`config.mk`:
```
export PLATFORM = sky130hd
export DESIGN_NAME = hazard_control_unit
export DESIGN_NICKNAME = d
export VERILOG_FILES = /design/src/rtl/hazard_pkg.sv /design/src/rtl/hazard_wait_timer.sv /design/src/rtl/hazard_control_unit.sv
export SDC_FILE = /design/constraint.sdc
export NUM_CORES = 1
export LEC_CHECK = 0
export CORE_UTILIZATION = 36
export CTS_CLUSTER_DIAMETER = 40
export DETAILED_ROUTE_END_ITERATION = 16
export PLACE_DENSITY = 0.7
export SKIP_CTS_REPAIR_TIMING = 1
export SKIP_LAST_GASP = 1
export SLEW_MARGIN = 20
export SYNTH_ARGS = -nofsm -noshare
export SYNTH_HDL_FRONTEND = slang
export SYNTH_HIERARCHICAL = 1
export SYNTH_SLANG_ARGS = --single-unit
```
`constraint.sdc`:
```
create_clock -name clk -period 3.6 [get_ports clk]
set_input_delay 1.08 -clock clk [delete_from_list [all_inputs] [get_ports clk]]
set_output_delay 1.08 -clock clk [all_outputs]
set_load 0.005 [all_outputs]
```
`src/rtl/hazard_pkg.sv`:
```
// Shared types and constants for the pipeline hazard controller.
// State encoding, control bundle and the bubble (all-zero) control word.
package hazard_pkg;

    typedef enum logic [1:0] {
        RUN      = 2'b00,
        MEM_WAIT = 2'b01,
        ERR      = 2'b10
    } hz_state_e;

    localparam int MAX_WAIT_DEF = 16;

    localparam logic [31:0] NOP_INSTR = 32'h0000_0013;

    typedef struct packed {
        logic pc_write;
        logic ifid_write;
        logic idex_bubble;
        logic ifid_flush;
        logic idex_flush;
        logic pipe_hold;
        logic mem_error;
    } hz_ctrl_t;

    // Bubble/NOP control word: nothing advances, nothing is written.
    localparam hz_ctrl_t CTRL_NOP  = '0;
    localparam hz_ctrl_t CTRL_RUN  = '{1'b1, 1'b1, 1'b0, 1'b0, 1'b0, 1'b0, 1'b0};
    localparam hz_ctrl_t CTRL_HOLD = '{1'b0, 1'b0, 1'b0, 1'b0, 1'b0, 1'b1, 1'b0};
    localparam hz_ctrl_t CTRL_ERR  = '{1'b0, 1'b0, 1'b0, 1'b0, 1'b0, 1'b1, 1'b1};

endpackage

```
`src/rtl/hazard_wait_timer.sv`:
```
// Saturating dmem wait counter with a last-allowed-cycle flag.
// Counts held cycles of a stalled data-memory access.
module hazard_wait_timer
    import hazard_pkg::*;
#(
    parameter int MAX_WAIT = MAX_WAIT_DEF,
    parameter int CW       = $clog2(MAX_WAIT + 1)
) (
    input  logic          clk,
    input  logic          reset,
    input  logic          start,
    input  logic          run,
    input  logic          clear,
    output logic [CW-1:0] count,
    output logic          timeout
);

    logic [CW-1:0] r_cnt;

    always_ff @(posedge clk) begin
        if (reset || clear) begin
            r_cnt <= '0;
        end else if (start) begin
            r_cnt <= CW'(1);
        end else if (run && (r_cnt != CW'(MAX_WAIT))) begin
            r_cnt <= r_cnt + CW'(1);
        end
    end

    assign count   = r_cnt;
    assign timeout = (r_cnt == CW'(MAX_WAIT - 1));

endmodule

```
`src/rtl/hazard_control_unit.sv`:
```
// Stall/bubble/flush/freeze sequencer for the 5-stage RV32 pipeline.
// Optional HAZARD_PERF_EN adds saturating stall_cnt and flush_cnt outputs.
module hazard_control_unit
    import hazard_pkg::*;
#(
    parameter int MAX_WAIT = MAX_WAIT_DEF
) (
    input  logic        clk,
    input  logic        reset,
    input  logic [4:0]  IFID_rs1,
    input  logic [4:0]  IFID_rs2,
    input  logic        IFID_uses_rs2,
    input  logic [4:0]  IDEX_rd,
    input  logic        IDEX_mem_read,
    input  logic        EX_branch_taken,
    input  logic        EXMEM_mem_req,
    input  logic        dmem_ready,
    output logic        pc_write,
    output logic        IFID_write,
    output logic        IDEX_bubble,
    output logic        IFID_flush,
    output logic        IDEX_flush,
    output logic        pipe_hold,
    output logic        mem_error,
`ifdef HAZARD_PERF_EN
    output logic [31:0] stall_cnt,
    output logic [31:0] flush_cnt,
`endif
    output logic [1:0]  ctrl_state
);

    localparam int CW = $clog2(MAX_WAIT + 1);

    hz_state_e     r_state;
    hz_state_e     w_next;
    hz_ctrl_t      w_ctrl;
    logic          w_start;
    logic          w_run;
    logic          w_clear;
    logic [CW-1:0] w_count;
    logic          w_timeout;
    logic          w_load_use;
    logic          w_expire;

    hazard_wait_timer #(
        .MAX_WAIT (MAX_WAIT),
        .CW       (CW)
    ) u_timer (
        .clk     (clk),
        .reset   (reset),
        .start   (w_start),
        .run     (w_run),
        .clear   (w_clear),
        .count   (w_count),
        .timeout (w_timeout)
    );

    assign w_load_use = IDEX_mem_read && (IDEX_rd != 5'd0) &&
                        ((IDEX_rd == IFID_rs1) ||
                         (IFID_uses_rs2 && (IDEX_rd == IFID_rs2)));

    assign w_expire = w_timeout && (w_count != '0);

    always_ff @(posedge clk) begin
        if (reset) begin
            r_state <= RUN;
        end else begin
            r_state <= w_next;
        end
    end

    always_comb begin
        w_ctrl  = CTRL_NOP;
        w_next  = r_state;
        w_start = 1'b0;
        w_run   = 1'b0;
        w_clear = 1'b0;
        if (!reset) begin
            case (r_state)
                RUN: begin
                    w_ctrl = CTRL_RUN;
                    if (EXMEM_mem_req && !dmem_ready) begin
                        w_ctrl  = CTRL_HOLD;
                        w_next  = MEM_WAIT;
                        w_start = 1'b1;
                    end else if (EX_branch_taken) begin
                        w_ctrl.ifid_flush = 1'b1;
                        w_ctrl.idex_flush = 1'b1;
                    end else if (w_load_use) begin
                        w_ctrl = CTRL_NOP;
                        w_ctrl.idex_bubble = 1'b1;
                    end
                end
                MEM_WAIT: begin
                    if (!dmem_ready) begin
                        w_ctrl = CTRL_HOLD;
                        w_run  = 1'b1;
                        if (w_expire) begin
                            w_next = ERR;
                        end
                    end else begin
                        // Release: a branch or load-use frozen behind the access acts now.
                        w_ctrl  = CTRL_RUN;
                        w_next  = RUN;
                        w_clear = 1'b1;
                        if (EX_branch_taken) begin
                            w_ctrl.ifid_flush = 1'b1;
                            w_ctrl.idex_flush = 1'b1;
                        end else if (w_load_use) begin
                            w_ctrl = CTRL_NOP;
                            w_ctrl.idex_bubble = 1'b1;
                        end
                    end
                end
                ERR: begin
                    w_ctrl = CTRL_ERR;
                end
                default: begin
                    w_ctrl = CTRL_ERR;
                    w_next = ERR;
                end
            endcase
        end
    end

    assign pc_write    = w_ctrl.pc_write;
    assign IFID_write  = w_ctrl.ifid_write;
    assign IDEX_bubble = w_ctrl.idex_bubble;
    assign IFID_flush  = w_ctrl.ifid_flush;
    assign IDEX_flush  = w_ctrl.idex_flush;
    assign pipe_hold   = w_ctrl.pipe_hold;
    assign mem_error   = w_ctrl.mem_error;
    assign ctrl_state  = reset ? 2'b00 : r_state;

`ifdef HAZARD_PERF_EN
    logic [31:0] r_stall_cnt;
    logic [31:0] r_flush_cnt;
    logic        w_live;

    assign w_live = (r_state != ERR);

    always_ff @(posedge clk) begin
        if (reset) begin
            r_stall_cnt <= '0;
            r_flush_cnt <= '0;
        end else if (w_live) begin
            if ((w_ctrl.idex_bubble || w_ctrl.pipe_hold) && (r_stall_cnt != '1)) begin
                r_stall_cnt <= r_stall_cnt + 32'd1;
            end
            if (w_ctrl.ifid_flush && (r_flush_cnt != '1)) begin
                r_flush_cnt <= r_flush_cnt + 32'd1;
            end
        end
    end

    assign stall_cnt = r_stall_cnt;
    assign flush_cnt = r_flush_cnt;
`endif

endmodule
```
==> results.py, run 1 <==
metrics = {
    "setup_path": {
        "worstSetupEndpointType": "primary output",
        "reg2reg_slack_ns": 1.89,
        "critPathSlowestCell": "clkdlybuf4s50_1",
        "max_stage_delay_ns": 0.49,
        "cp.required_ns": 2.52,
        "cp_max_fo": 2,
        "timing.rr.start": "r_state[1]",
        "worstSetupStartpointType": "input pin",
        "worstRegToRegCells": 7,
        "crit_path_frequent_cell": "nor2_1",
        "path_cells": "clkdlybuf4s50_1 -> nor2_1 -> buf_4 -> nor2_1 -> nor2_1 -> nor2_1 -> clkdlybuf4s50_1",
        "r2r-end": "u_timer/count[2]",
        "worst-setup-path-type": "input pin to primary output",
        "arrival_ns": 2.46,
    },
    "sta": {
        "hold_viol": 0,
        "clock.fmax_mhz": 282.6,
        "tns_ns": 0,
        "slew_headroom_pct": 66.19,
        "drv_slew": 0,
        "finalSetupViolCount": 0,
        "tightest_slew_ns": 0.5052,
        "period_share_pct": 98.31,
        "finClkSkew_ns": 0.003756,
        "min_period_ns": 3.539,
    },
    "final_layout": {
        "num-fill-cells": 122,
        "fin_area_um2": 1057,
        "stdcell_count": 132,
        "final_core_util_pct": 68.59,
        "num_antenna_cells": 0,
        "area_growth_pct": 74.23,
        "drive_gt1_share_pct": 18.10,
        "nets": 142,
    },
    "grt": {
        "overflow": 0,
        "antenna_found_initial": 0,
        "grt_pass1_wl_mm": 2.380,
        "grt_usage_pct": 17.25,
        "grt_max_degree": 9,
        "first_global_vias": 588,
    },
    "floorplan": {
        "initial_core_util_pct": 39.37,
        "dieArea_um2": 1854,
        "ios": 31,
        "row_count": 14,
        "die_y_um": 43.06,
        "die_w_um": 43.06,
        "coreArea_um2": 1541,
    },
    "hold_path": {
        "hold_class": "flip-flop to flip-flop",
        "hp-start": "u_timer/count[1]",
        "whs_endpoint": "u_timer/count[1]",
        "hold_depth": 2,
    },
    "synth": {
        "synth_cell_types": 31,
        "synth.net_count": 100,
        "ys_seq_area_share_pct": 23.09,
        "syn_area_per_cell_um2": 8.091,
        "syn-cell-area_um2": 606.8,
        "synth_edf_count": 0,
        "synth.ff_latch_count": 7,
        "async_reset_ff_share_pct": 0,
        "synth_ff_type": "dfxtp_1",
        "synth-warning-count": 6,
        "syn_inst": 75,
    },
    "clocking": {
        "htree_num_levels": 1,
        "cts_sinks": 7,
        "clockBufferDepth": 2,
        "numCtsBuffers": 3,
        "clk_latency_ns": 0.26,
        "clkTransAtPathRegs_ns": 0.05,
        "cts_tree": "yes",
        "cts-root-buf": "clkbuf_4",
    },
    "power_and_ir_drop": {
        "p_comb_share_pct": 32.1,
        "cellPowerDensity_nw_per_um2": 215.4,
        "power_leakage_nw": 0.5361,
        "p_clk_share_pct": 32.2,
        "p_switching_uw": 59.19,
        "seq_power_share_pct": 35.8,
        "p_int_uw": 168.6,
        "power.total_uw": 227.7,
        "ir_worst_vdd_mv": 0.1958,
        "switching_share_pct": 25.99,
    },
    "route": {
        "num_vias": 687,
        "drtIter0Drc": 10,
        "wl_per_cell_um": 11.55,
        "avgViaCountPerCell": 5.205,
        "firstDrtPassIters": 4,
        "drc": 0,
        "ant_nets": 0,
        "finalWirelength_mm": 1.525,
    },
    "placed_design": {
        "io_buffer_count": 30,
        "dp_hpwl_mm": 1.183,
        "gp_congestion": 0.7955,
        "placed_cell_area_um2": 964.7,
        "placed_cells": 126,
    },
    "status": {
        "status": "complete, no violations",
    },
    "flow_run": {
        "drv_cap": 0,
    },
}
logic make-up after synthesis:
group | after synthesis | share of synthesized area (%)
fa+ha+maj | 3 | 6.186
flops | 7 | 23.09
simple gates | 33 | 32.99
xor+xnor | 11 | 15.88
compound gates | 13 | 15.67
buf+inv | 8 | 6.185
stage by stage:
| step | hold slack, ns | worst slack (ns) |
|---|---|---|
| floorplan | 0.4886 | 0.4996 |
| global placement | 0.5150 | -0.4011 |
| detailed placement | 0.5170 | -0.4145 |
| CTS | 0.5254 | -0.4187 |
| global route | 0.5723 | -0.003326 |
| finish | 0.5209 | 0.06086 |
layout make-up:
cell class	instances	area (um2)	area share [%]
well taps	16	20.02	1.893
multi-input cells	60	450.4	42.60
flip-flops and latches	7	140.1	13.25
repair buffers	39	397.9	37.63
clock buffers	4	26.28	2.485
inverters	6	22.52	2.130
sequential cells by signal, indices dropped and copies added (netlist names):
| register | flops |
|---|---|
| r_state | 2 |
| u_timer/count | 5 |
worst max path at each step:
stage                     cells after the start  slack [ns]   endpoint          start
after floorplan                               4        0.50   pc_write     IDEX_rd[1]
after global placement                        5       -0.40   pc_write     IDEX_rd[1]
after detailed placement                      5       -0.41   pc_write     IDEX_rd[1]
after CTS                                     5       -0.42   pc_write     IDEX_rd[1]
after global routing                          7      -0.003  pipe_hold  EXMEM_mem_req
final                                         7        0.06  pipe_hold  EXMEM_mem_req
power by group through the flow:
stage	sequential [mW]	clock, mW	combinational [mW]
2_1_floorplan	0.0826	0	0.0272
3_3_place_gp	0.0830	0	0.0698
3_5_place_dp	0.0830	0	0.0703
4_1_cts	0.0814	0.0760	0.0707
5_1_grt	0.0817	0.0785	0.0797
6_report	0.0814	0.0732	0.0731
placed cells by master (no fill, tap or decap), drive strengths merged:
cell and count:
inv 6, o211ai 1, a21o 1, or3 2
xnor2 1, a32oi 1, nand4 1, dfxtp 7
a21oi 3, buf 9, nand4bb 1, nand3 1
a311oi 1, nor2b 1, or4 2, nor4 1
ha 3, nor4bb 1, o32ai 1, clkdlybuf4s50 18
xor2 10, clkbuf 4, nor2 14, dlymetal6s2s 12
o31a 1, o21ai 3, o21ba 1, nor3 3
and3 3, nand2 3
synth_stat cells (2+ instances only):
library cell,number,area [um2]
xor2_1,10,87.58
ha_1,3,37.54
nand2_1,3,11.26
a21oi_1,3,15.01
dfxtp_1,7,140.1
nor2_1,14,52.55
buf_4,2,15.01
inv_1,6,22.52
and3_1,2,12.51
nor3_1,3,15.01
o21ai_0,2,10.01
metal layers:
layer / wire (um) / GRT usage (%) / part of all wire (%) / up-vias
met2: 637 / 24.55 / 42 / 27
met4: 30 / 10.91 / 2.0 / 0
met5: 0 / 0 / 0 / -
li1: - / - / - / 344
met1: 728 / 22.68 / 48 / 311
met3: 129 / 4.681 / 8.5 / 5
critical path: cells and delay by family:
| family | cells | cell delay [ns] |
|---|---|---|
| and+or+nand+nor | 4 | 0.27 |
| buffers and inverters | 3 | 1.11 |
Power figures use the tool's default switching activity.
==> run 2: changes to the inputs <==
--- a/config.mk
+++ b/config.mk
@@ -7,6 +7,7 @@
 export LEC_CHECK = 0
 export CORE_UTILIZATION = 36
 export CTS_CLUSTER_DIAMETER = 40
+export CTS_CLUSTER_SIZE = 8
 export DETAILED_ROUTE_END_ITERATION = 16
 export PLACE_DENSITY = 0.7
 export SKIP_CTS_REPAIR_TIMING = 1
==> constraint.sdc (replaced) <==
create_clock -name clk -period 3.3 [get_ports clk]
set_input_delay 0.99 -clock clk [delete_from_list [all_inputs] [get_ports clk]]
set_output_delay 0.99 -clock clk [all_outputs]
set_load 0.005 [all_outputs]
==> run 2 against run 1 <==
Effect of this change:
- clock power rose by 7.0%
- sequential share of layout area down 0.12 points
- via count up 2.2%
- sequential cell count unchanged
- die area stayed put
- register-to-register slack worse by 0.39 ns
- combinational power up 8.3%
- power rose by 8.2%
- core utilization is 0.65 points higher
- first-iteration DRC count is 30% higher
- clock skew decreased by 0.00087 ns
==> results.py, run 2 (synthesis gave the netlist of run 1 again) <==
metrics = {
    "clocking": {
        "cts-root-buf": "clkbuf_4",
        "clk_latency_ns": 0.25,
        "cts_sinks": 7,
        "clkTransAtPathRegs_ns": 0.05,
        "numCtsBuffers": 3,
        "cts_tree": "yes",
        "htree_num_levels": 1,
        "clockBufferDepth": 2,
    },
    "setup_path": {
        "critPathSlowestCell": "clkdlybuf4s50_1",
        "critPathBufInv": 2,
        "cp_max_fo": 3,
        "crit_path_frequent_cell": "clkdlybuf4s50_1",
        "max_stage_delay_ns": 0.52,
        "cp_top_family": "buffers and inverters",
        "arrival_ns": 2.31,
        "worstSetupStartpointType": "input pin",
        "path_cells": "clkdlybuf4s50_1 -> nor2_2 -> o21ai_2 -> nor2_1 -> clkdlybuf4s50_1",
        "cp.required_ns": 2.31,
        "worstSetupEndpointType": "primary output",
        "worst-setup-path-type": "input pin to primary output",
    },
    "power_and_ir_drop": {
        "power.total_uw": 246.4,
        "ir_worst_vdd_mv": 0.2156,
        "cellPowerDensity_nw_per_um2": 230.9,
        "p_comb_share_pct": 32.1,
        "p_switching_uw": 63.93,
        "seq_power_share_pct": 36.1,
        "p_int_uw": 182.5,
        "switching_share_pct": 25.95,
        "power_leakage_nw": 0.5887,
        "p_clk_share_pct": 31.8,
    },
    "floorplan": {
        "ios": 31,
        "dieArea_um2": 1854,
        "row_count": 14,
        "die_y_um": 43.06,
        "initial_core_util_pct": 39.37,
        "die_w_um": 43.06,
        "coreArea_um2": 1541,
    },
    "route": {
        "finalWirelength_mm": 1.552,
        "num_vias": 702,
        "wl_per_cell_um": 11.67,
        "firstDrtPassIters": 4,
        "ant_nets": 0,
        "avgViaCountPerCell": 5.278,
        "drtIter0Drc": 13,
        "drc": 0,
    },
    "grt": {
        "grt_usage_pct": 17.25,
        "antenna_found_initial": 0,
        "grt_pass1_wl_mm": 2.380,
        "grt_max_degree": 9,
        "first_global_vias": 588,
        "overflow": 0,
    },
    "sta": {
        "finalSetupViolCount": 0,
        "drv_slew": 0,
        "tns_ns": 0,
        "tightest_slew_ns": 0.4936,
        "period_share_pct": 99.95,
        "slew_headroom_pct": 66.97,
        "hold_viol": 0,
        "rsz0062_at_grt": "yes",
        "min_period_ns": 3.298,
        "fin_hold_ws_ns": 0.5197,
        "finClkSkew_ns": 0.002881,
        "clock.fmax_mhz": 303.2,
    },
    "status": {
        "status": "complete, no violations",
    },
    "placed_design": {
        "dp_hpwl_mm": 1.183,
        "gp_congestion": 0.7955,
        "io_buffer_count": 30,
        "placed_cells": 126,
    },
    "hold_path": {
        "hold_class": "flip-flop to flip-flop",
    },
    "final_layout": {
        "final_common_cell": "dlymetal6s2s_1",
        "stdcell_count": 133,
        "num-fill-cells": 118,
        "nets": 143,
        "ff_latch_area_um2": 140.1,
        "largest_register_ffs": 5,
        "drive_gt1_share_pct": 21.37,
        "final_cell_mix": "dlymetal6s2s_1 (16), nor2_1 (12), clkdlybuf4s50_1 (12)",
        "area_growth_pct": 75.88,
        "num_antenna_cells": 0,
        "final_core_util_pct": 69.24,
        "multiInputGateArea_um2": 452.9,
    },
    "flow_run": {
        "drv_cap": 0,
    },
}
[run 2: metrics by stage]
stage | setup WS (ns) | instance area (um2)
2_1_floorplan | 0.3796 | 606.8
3_3_place_gp | -0.5211 | 964.7
3_5_place_dp | -0.5345 | 964.7
4_1_cts | -0.5387 | 991.0
5_1_grt | -0.03641 | 1067
6_report | 0.001649 | 1067
[run 2: layout make-up]
cell class / instances / share of cell area, %
well taps: 16 / 1.876
clock buffers: 4 / 2.462
multi-input cells: 60 / 42.44
repair buffers: 40 / 37.98
flip-flops and latches: 7 / 13.13
inverters: 6 / 2.110
[run 2: final timing paths]
path | startpoint | endpoint | slack [ns] | cells after the start
worst min register to register | u_timer/count[1] | u_timer/count[1] | 0.52 | 2
worst max-delay path | reset | IDEX_flush | 0.002 | 5
worst min-delay path | u_timer/count[1] | u_timer/count[1] | 0.52 | 2
worst max register to register | r_state[1] | u_timer/count[2] | 1.50 | 8
[run 2: power by group through the flow]
stage / Combinational [mW] / Clock, mW / Sequential (mW)
4_1_cts: 0.0771 / 0.0829 / 0.0888
2_1_floorplan: 0.0297 / 0 / 0.0901
6_report: 0.0792 / 0.0783 / 0.0890
5_1_grt: 0.0862 / 0.0856 / 0.0892
3_3_place_gp: 0.0761 / 0 / 0.0906
3_5_place_dp: 0.0767 / 0 / 0.0905
[run 2: worst register-to-register path: cells and delay by family (launching register included)]
| kind | cells | cell delay (ns) |
|---|---|---|
| AOI/OAI and AO/OA | 1 | 0.12 |
| buffers and inverters | 2 | 0.23 |
| DFF | 1 | 0.33 |
| and+or+nand+nor | 5 | 1.05 |
[run 2: per-layer routing]
metal / GRT usage (%) / part of all wire (%) / vias up / routed length, um
met5: 0 / 0 / - / 0
met4: 10.91 / 1.9 / 0 / 29
met3: 4.681 / 8.6 / 4 / 134
met2: 24.55 / 42 / 34 / 645
met1: 22.68 / 48 / 316 / 743
li1: - / - / 348 / -
==> run 3: changes to the inputs <==
--- a/config.mk
+++ b/config.mk
@@ -5,11 +5,11 @@
 export SDC_FILE = /design/constraint.sdc
 export NUM_CORES = 1
 export LEC_CHECK = 0
-export CORE_UTILIZATION = 36
+export CORE_UTILIZATION = 35
 export CTS_CLUSTER_DIAMETER = 40
 export CTS_CLUSTER_SIZE = 8
 export DETAILED_ROUTE_END_ITERATION = 16
-export PLACE_DENSITY = 0.7
+export PLACE_DENSITY = 0.79
 export SKIP_CTS_REPAIR_TIMING = 1
 export SKIP_LAST_GASP = 1
 export SLEW_MARGIN = 20
==> constraint.sdc (replaced) <==
create_clock -name clk -period 3 [get_ports clk]
set_input_delay 0.9 -clock clk [delete_from_list [all_inputs] [get_ports clk]]
set_output_delay 0.9 -clock clk [all_outputs]
set_load 0.005 [all_outputs]
==> run 3 against run 2 <==
Effect of this change:
- the flow now finishes with violations (DRC)
- wire length increased by 13%
- worst setup slack better by 0.057 ns
- hold slack better by 0.019 ns
- critical path depth up 1
==> results.py, run 3 (synthesis gave the netlist of run 1 again) <==
metrics = {
    "final_layout": {
        "final_common_cell": "dlymetal6s2s_1",
        "area_growth_pct": 74.85,
        "drive_gt1_share_pct": 20.00,
        "multiInputGateArea_um2": 442.9,
        "stdcell_count": 131,
        "final_cell_mix": "dlymetal6s2s_1 (20), nor2_1 (12), xor2_1 (10)",
        "largest_register_ffs": 5,
        "final_core_util_pct": 68.06,
        "ff_latch_area_um2": 140.1,
        "num_antenna_cells": 0,
        "num-fill-cells": 132,
        "fin_area_um2": 1061,
        "nets": 141,
    },
    "clocking": {
        "cts-root-buf": "clkbuf_4",
        "cts_tree": "yes",
        "clkTransAtPathRegs_ns": 0.05,
        "clockBufferDepth": 2,
        "cts_sinks": 7,
        "clk_latency_ns": 0.24,
        "htree_num_levels": 1,
        "numCtsBuffers": 3,
    },
    "setup_path": {
        "arrival_ns": 2.04,
        "cp.required_ns": 2.10,
        "cp_top_family": "buffers and inverters",
        "cp_max_fo": 2,
        "path_cells": "clkdlybuf4s50_1 -> xor2_1 -> nor2_1 -> a32oi_1 -> o21ba_2 -> dlymetal6s2s_1",
        "critPathSlowestCell": "clkdlybuf4s50_1",
        "max_stage_delay_ns": 0.47,
        "critPathBufInv": 2,
        "worstSetupStartpointType": "input pin",
        "worst-setup-path-type": "input pin to primary output",
        "worstSetupEndpointType": "primary output",
    },
    "sta": {
        "hold_viol": 0,
        "period_share_pct": 98.04,
        "tightest_slew_ns": 0.2614,
        "rsz0062_at_grt": "yes",
        "finalSetupViolCount": 0,
        "slew_headroom_pct": 82.55,
        "finClkSkew_ns": 0.001476,
        "clock.fmax_mhz": 340.0,
        "min_period_ns": 2.941,
        "drv_slew": 0,
        "tns_ns": 0,
    },
    "power_and_ir_drop": {
        "p_clk_share_pct": 31.4,
        "p_switching_uw": 68.85,
        "p_comb_share_pct": 31.8,
        "ir_worst_vdd_mv": 0.2496,
        "seq_power_share_pct": 36.8,
        "p_int_uw": 197.6,
        "power.total_uw": 266.4,
        "power_leakage_nw": 0.6136,
        "switching_share_pct": 25.84,
        "cellPowerDensity_nw_per_um2": 251.1,
    },
    "grt": {
        "overflow": 0,
        "grt_usage_pct": 19.36,
        "first_global_vias": 680,
        "grt_max_degree": 8,
        "antenna_found_initial": 0,
        "grt_pass1_wl_mm": 2.773,
    },
    "route": {
        "num_vias": 676,
        "wl_per_cell_um": 13.37,
        "firstDrtPassIters": 12,
        "avgViaCountPerCell": 5.160,
        "drtIter0Drc": 13,
        "finalWirelength_mm": 1.752,
        "ant_nets": 0,
        "drc": 4,
    },
    "placed_design": {
        "dp_hpwl_mm": 1.394,
        "placed_cells": 127,
        "gp_congestion": 0.8033,
        "placed_cell_area_um2": 972.2,
        "io_buffer_count": 30,
    },
    "floorplan": {
        "dieArea_um2": 1904,
        "die_y_um": 43.64,
        "initial_core_util_pct": 38.92,
        "coreArea_um2": 1559,
        "ios": 31,
        "row_count": 14,
        "die_w_um": 43.64,
    },
    "status": {
        "status": "finished with violations",
        "violations": "DRC",
    },
    "hold_path": {
        "hold_class": "flip-flop to flip-flop",
    },
    "flow_run": {
        "drv_cap": 0,
    },
}
[run 3: final timing paths]
| check | slack, ns | endpoint | cells past startpoint | start |
|---|---|---|---|---|
| max reg2reg | 1.45 | u_timer/count[4] | 5 | r_state[1] |
| min reg2reg | 0.54 | u_timer/count[1] | 2 | u_timer/count[1] |
| max | 0.06 | pc_write | 6 | IFID_rs1[3] |
| min | 0.54 | u_timer/count[1] | 2 | u_timer/count[1] |
[run 3: stage by stage]
step	hold slack, ns	worst slack [ns]
floorplan	0.4886	0.2596
global placement	0.5187	-0.6349
detailed placement	0.5328	-0.6338
CTS	0.5400	-0.6341
global route	0.5785	-0.02002
finish	0.5387	0.05870
[run 3: power by group through the flow]
| stage | Sequential [mW] | Clock [mW] | Combinational, mW |
|---|---|---|---|
| finish | 0.0980 | 0.0838 | 0.0847 |
| global route | 0.0981 | 0.0905 | 0.0914 |
| CTS | 0.0976 | 0.0877 | 0.0868 |
| detailed placement | 0.0996 | 0 | 0.0861 |
| global placement | 0.0997 | 0 | 0.0839 |
| floorplan | 0.0991 | 0 | 0.0326 |
[run 3: worst min-delay path, cell delays in order (launching register included)]
cell and delay, ns:
dfxtp_1 0.34, o21ai_0 0.09, a21oi_1 0.06
[run 3: cell type report]
class | count | share of cell area, %
multi-input cells | 60 | 41.75
repair buffers | 38 | 38.56
flip-flops and latches | 7 | 13.21
clock buffers | 4 | 2.476
inverters | 6 | 2.123
well taps | 16 | 1.887
[run 3: per-layer routing]
metal  wire [um]  up-vias  track usage, %
met5           0        -               0
met4           9        0           7.500
met3         151        2           2.917
met2         923       25           37.31
met1         668      304           20.66
li1            -      345               -
==> RTL edit, RTL diff (config.mk and constraints of run 1) <==
Build with the macro `HAZARD_PERF_EN` defined.
--- a/src/rtl/hazard_control_unit.sv
+++ b/src/rtl/hazard_control_unit.sv
@@ -1,4 +1,6 @@
 // Stall/bubble/flush/freeze sequencer for the 5-stage RV32 pipeline.
 // Optional HAZARD_PERF_EN adds saturating stall_cnt and flush_cnt outputs.
+`define HAZARD_PERF_EN
+
 module hazard_control_unit
     import hazard_pkg::*;
Behaviour (old outputs only; new: flush_cnt and stall_cnt): unchanged (Yosys induction, for registers that start in step).
==> RTL edit against run 1 <==
Sequential cell count rose by 64; critical path type unchanged; synthesized area rose to 6.4 times the old value; critical path depth fell by 1; setup slack got worse by 13 ps; power rose to 7.3 times the old value; final area rose to 5.1 times the old value; routed wire length rose to 6.6 times the old value; final cell count rose to 5.3 times the old value.
==> RTL edit: results (changes against run 1) <==
stage,metric,value,unit,change
setup_path,CP endpoint,IDEX_flush,,
clock_tree,Worst-path clk slew,90,ps,+40 ps
setup_path,CP peak stage delay,500,ps,
global_routing,first-pass GRT wire length,16930,um,+610%
global_routing,GRT Util Overall,18.34,%,+1.1 points
hold_path,Hold Path End,stall_cnt[31],,
timing,hold slack,503.6,ps,-17.32 ps
global_routing,Overflow after GRT,0,,unchanged
power_and_ir_drop,Worst VDD drop,0.0002063,V,+5.4%
yosys,top_reg_cell synth,dfxtp_1,,
yosys,synth warn,6,,unchanged
yosys,Mapped Nets,481,,+380%
yosys,commonest cells in the synthesized netlist,"dfxtp_1, nor2_1, nand2_1",,
cells_and_area,Final Non-Filler Cells,705,,+430%
outcome,outcome,"complete, no violations",,
timing,Final Skew,13.37,ps,+9.611 ps
drt,DRT iter0 DRCs,92,,+82
setup_path,Setup crit start,dmem_ready,,
setup_path,reg2reg end,stall_cnt[16],,
clock_tree,htree depth,3,,+2
drt,WL per Instance,14.37,um,+24%
clock_tree,Num CTS Buffers,9,,+6
global_routing,antenna violations before repair,0,,unchanged
power_and_ir_drop,static leakage power,1.931,nW,+260%
place,placed insts,688,,+450%
cells_and_area,layout cells sized above 1,13.53,%,-4.6 points
global_routing,vias in the first global route,3578,,+510%
hold_path,Hold Crit Start,stall_cnt[31],,
yosys,Post-Syn Instances,454,,+510%
drt,via/cell ratio,5.401,,+3.8%
timing,slew of the pin with the lowest slew margin,662.9,ps,+157.7 ps
place,dpl ws,-572.1,ps,-157.6 ps
place,Port Buffers,94,,+210%
drt,total iterations of the first detailed-routing run,4,,unchanged
place,GPL Wtd Cong,0.8574,,+7.8%
place,dpl hpwl,7192,um,+510%
yosys,Yosys cell types,62,,+100%
cells_and_area,Final #Nets,591,,+320%
power_and_ir_drop,Sw Share,23.58,%,-2.4 points
setup_path,FF-to-FF Start,stall_cnt[5],,
setup_path,crit path DAT,2470,ps,
global_routing,largest net degree at the start of global routing,77,,+68
cells_and_area,fillers,984,,+710%
drt,post-route antenna net violation count,0,,unchanged
setup_path,R2R Setup Slk,1150,ps,-740 ps
timing,final worst setup slack,47.47,ps,-13.40 ps
setup_path,cell family with most CP delay,buffers and inverters,,
setup_path,worst r2r path cells,5,,-2
hold_path,Hold Path Cell Cnt,2,,unchanged
clock_tree,Clock Tree Root,clkbuf_8,,
clock_tree,later-pin clock latency in the skew report,350,ps,+90 ps
yosys,asr flop ratio synth,0,%,unchanged
setup_path,CP max FO,4,,+2
yosys,synth top area cells,"dfxtp_1, nor2_1, xnor2_1, nand4_1, xor2_1",,
yosys,register area share after synthesis,36.47,%,+13 points
cells_and_area,antenna cells,0,,unchanged
[RTL edit: cell count changes after synthesis, sizes merged, moves of 11 or more]
cell,run 1,this run
xnor2,1,20
nor2,14,50
dfxtp,7,71
or3,2,16
nand3,1,29
nand4,1,28
and4,0,11
a21oi,3,28
nand2,3,32
o21ai,3,19
[RTL edit: power by group through the flow]
stage               sequential [mW]  clock [mW]  combinational (mW)
floorplan                     0.811           0              0.0658
global placement              0.812           0               0.134
detailed placement            0.812           0               0.138
CTS                           0.793       0.743               0.139
global route                  0.794       0.774               0.153
finish                        0.794       0.729               0.141
[RTL edit: metal layers]
layer | track usage, % | up-vias | part of all wire [%]
li1 | - | 1892 | -
met1 | 23.09 | 1800 | 45
met2 | 31.09 | 107 | 48
met3 | 4.660 | 9 | 5.9
met4 | 4.762 | 0 | 0.88
met5 | 0 | - | 0
[RTL edit: cell type report]
cell class,count,share of cell area (%)
clock buffer,11,2.640
clock inverter,5,1.519
inverter,10,0.7009
sequential,71,26.54
timing repair buffer,119,21.75
tap,136,3.178
multi-input combinational,353,43.67
[RTL edit: stage by stage]
step	power [mW]	setup TNS, ps	area, sq um
floorplan	0.8765	0	3897
global placement	0.9460	-1614	5082
detailed placement	0.9499	-1693	5082
CTS	1.675	-1794	5305
global route	1.721	-38.65	5355
finish	1.664	0	5355
[RTL edit: cell families after synthesis]
kind of cell / synth area share, %
buf+inv: 4.205
mux: 2.279
xor+xnor: 8.539
fa+ha+maj: 1.605
compound gates: 12.62
flops: 36.47
simple gates: 34.29
[RTL edit: worst reg2reg max path, cell delays in order, from the launching register on]
cell	delay [ps]
dfxtp_1	750
nand4_4	230
a21oi_1	560
inv_1	200
or4_1	500
a21oi_1	150
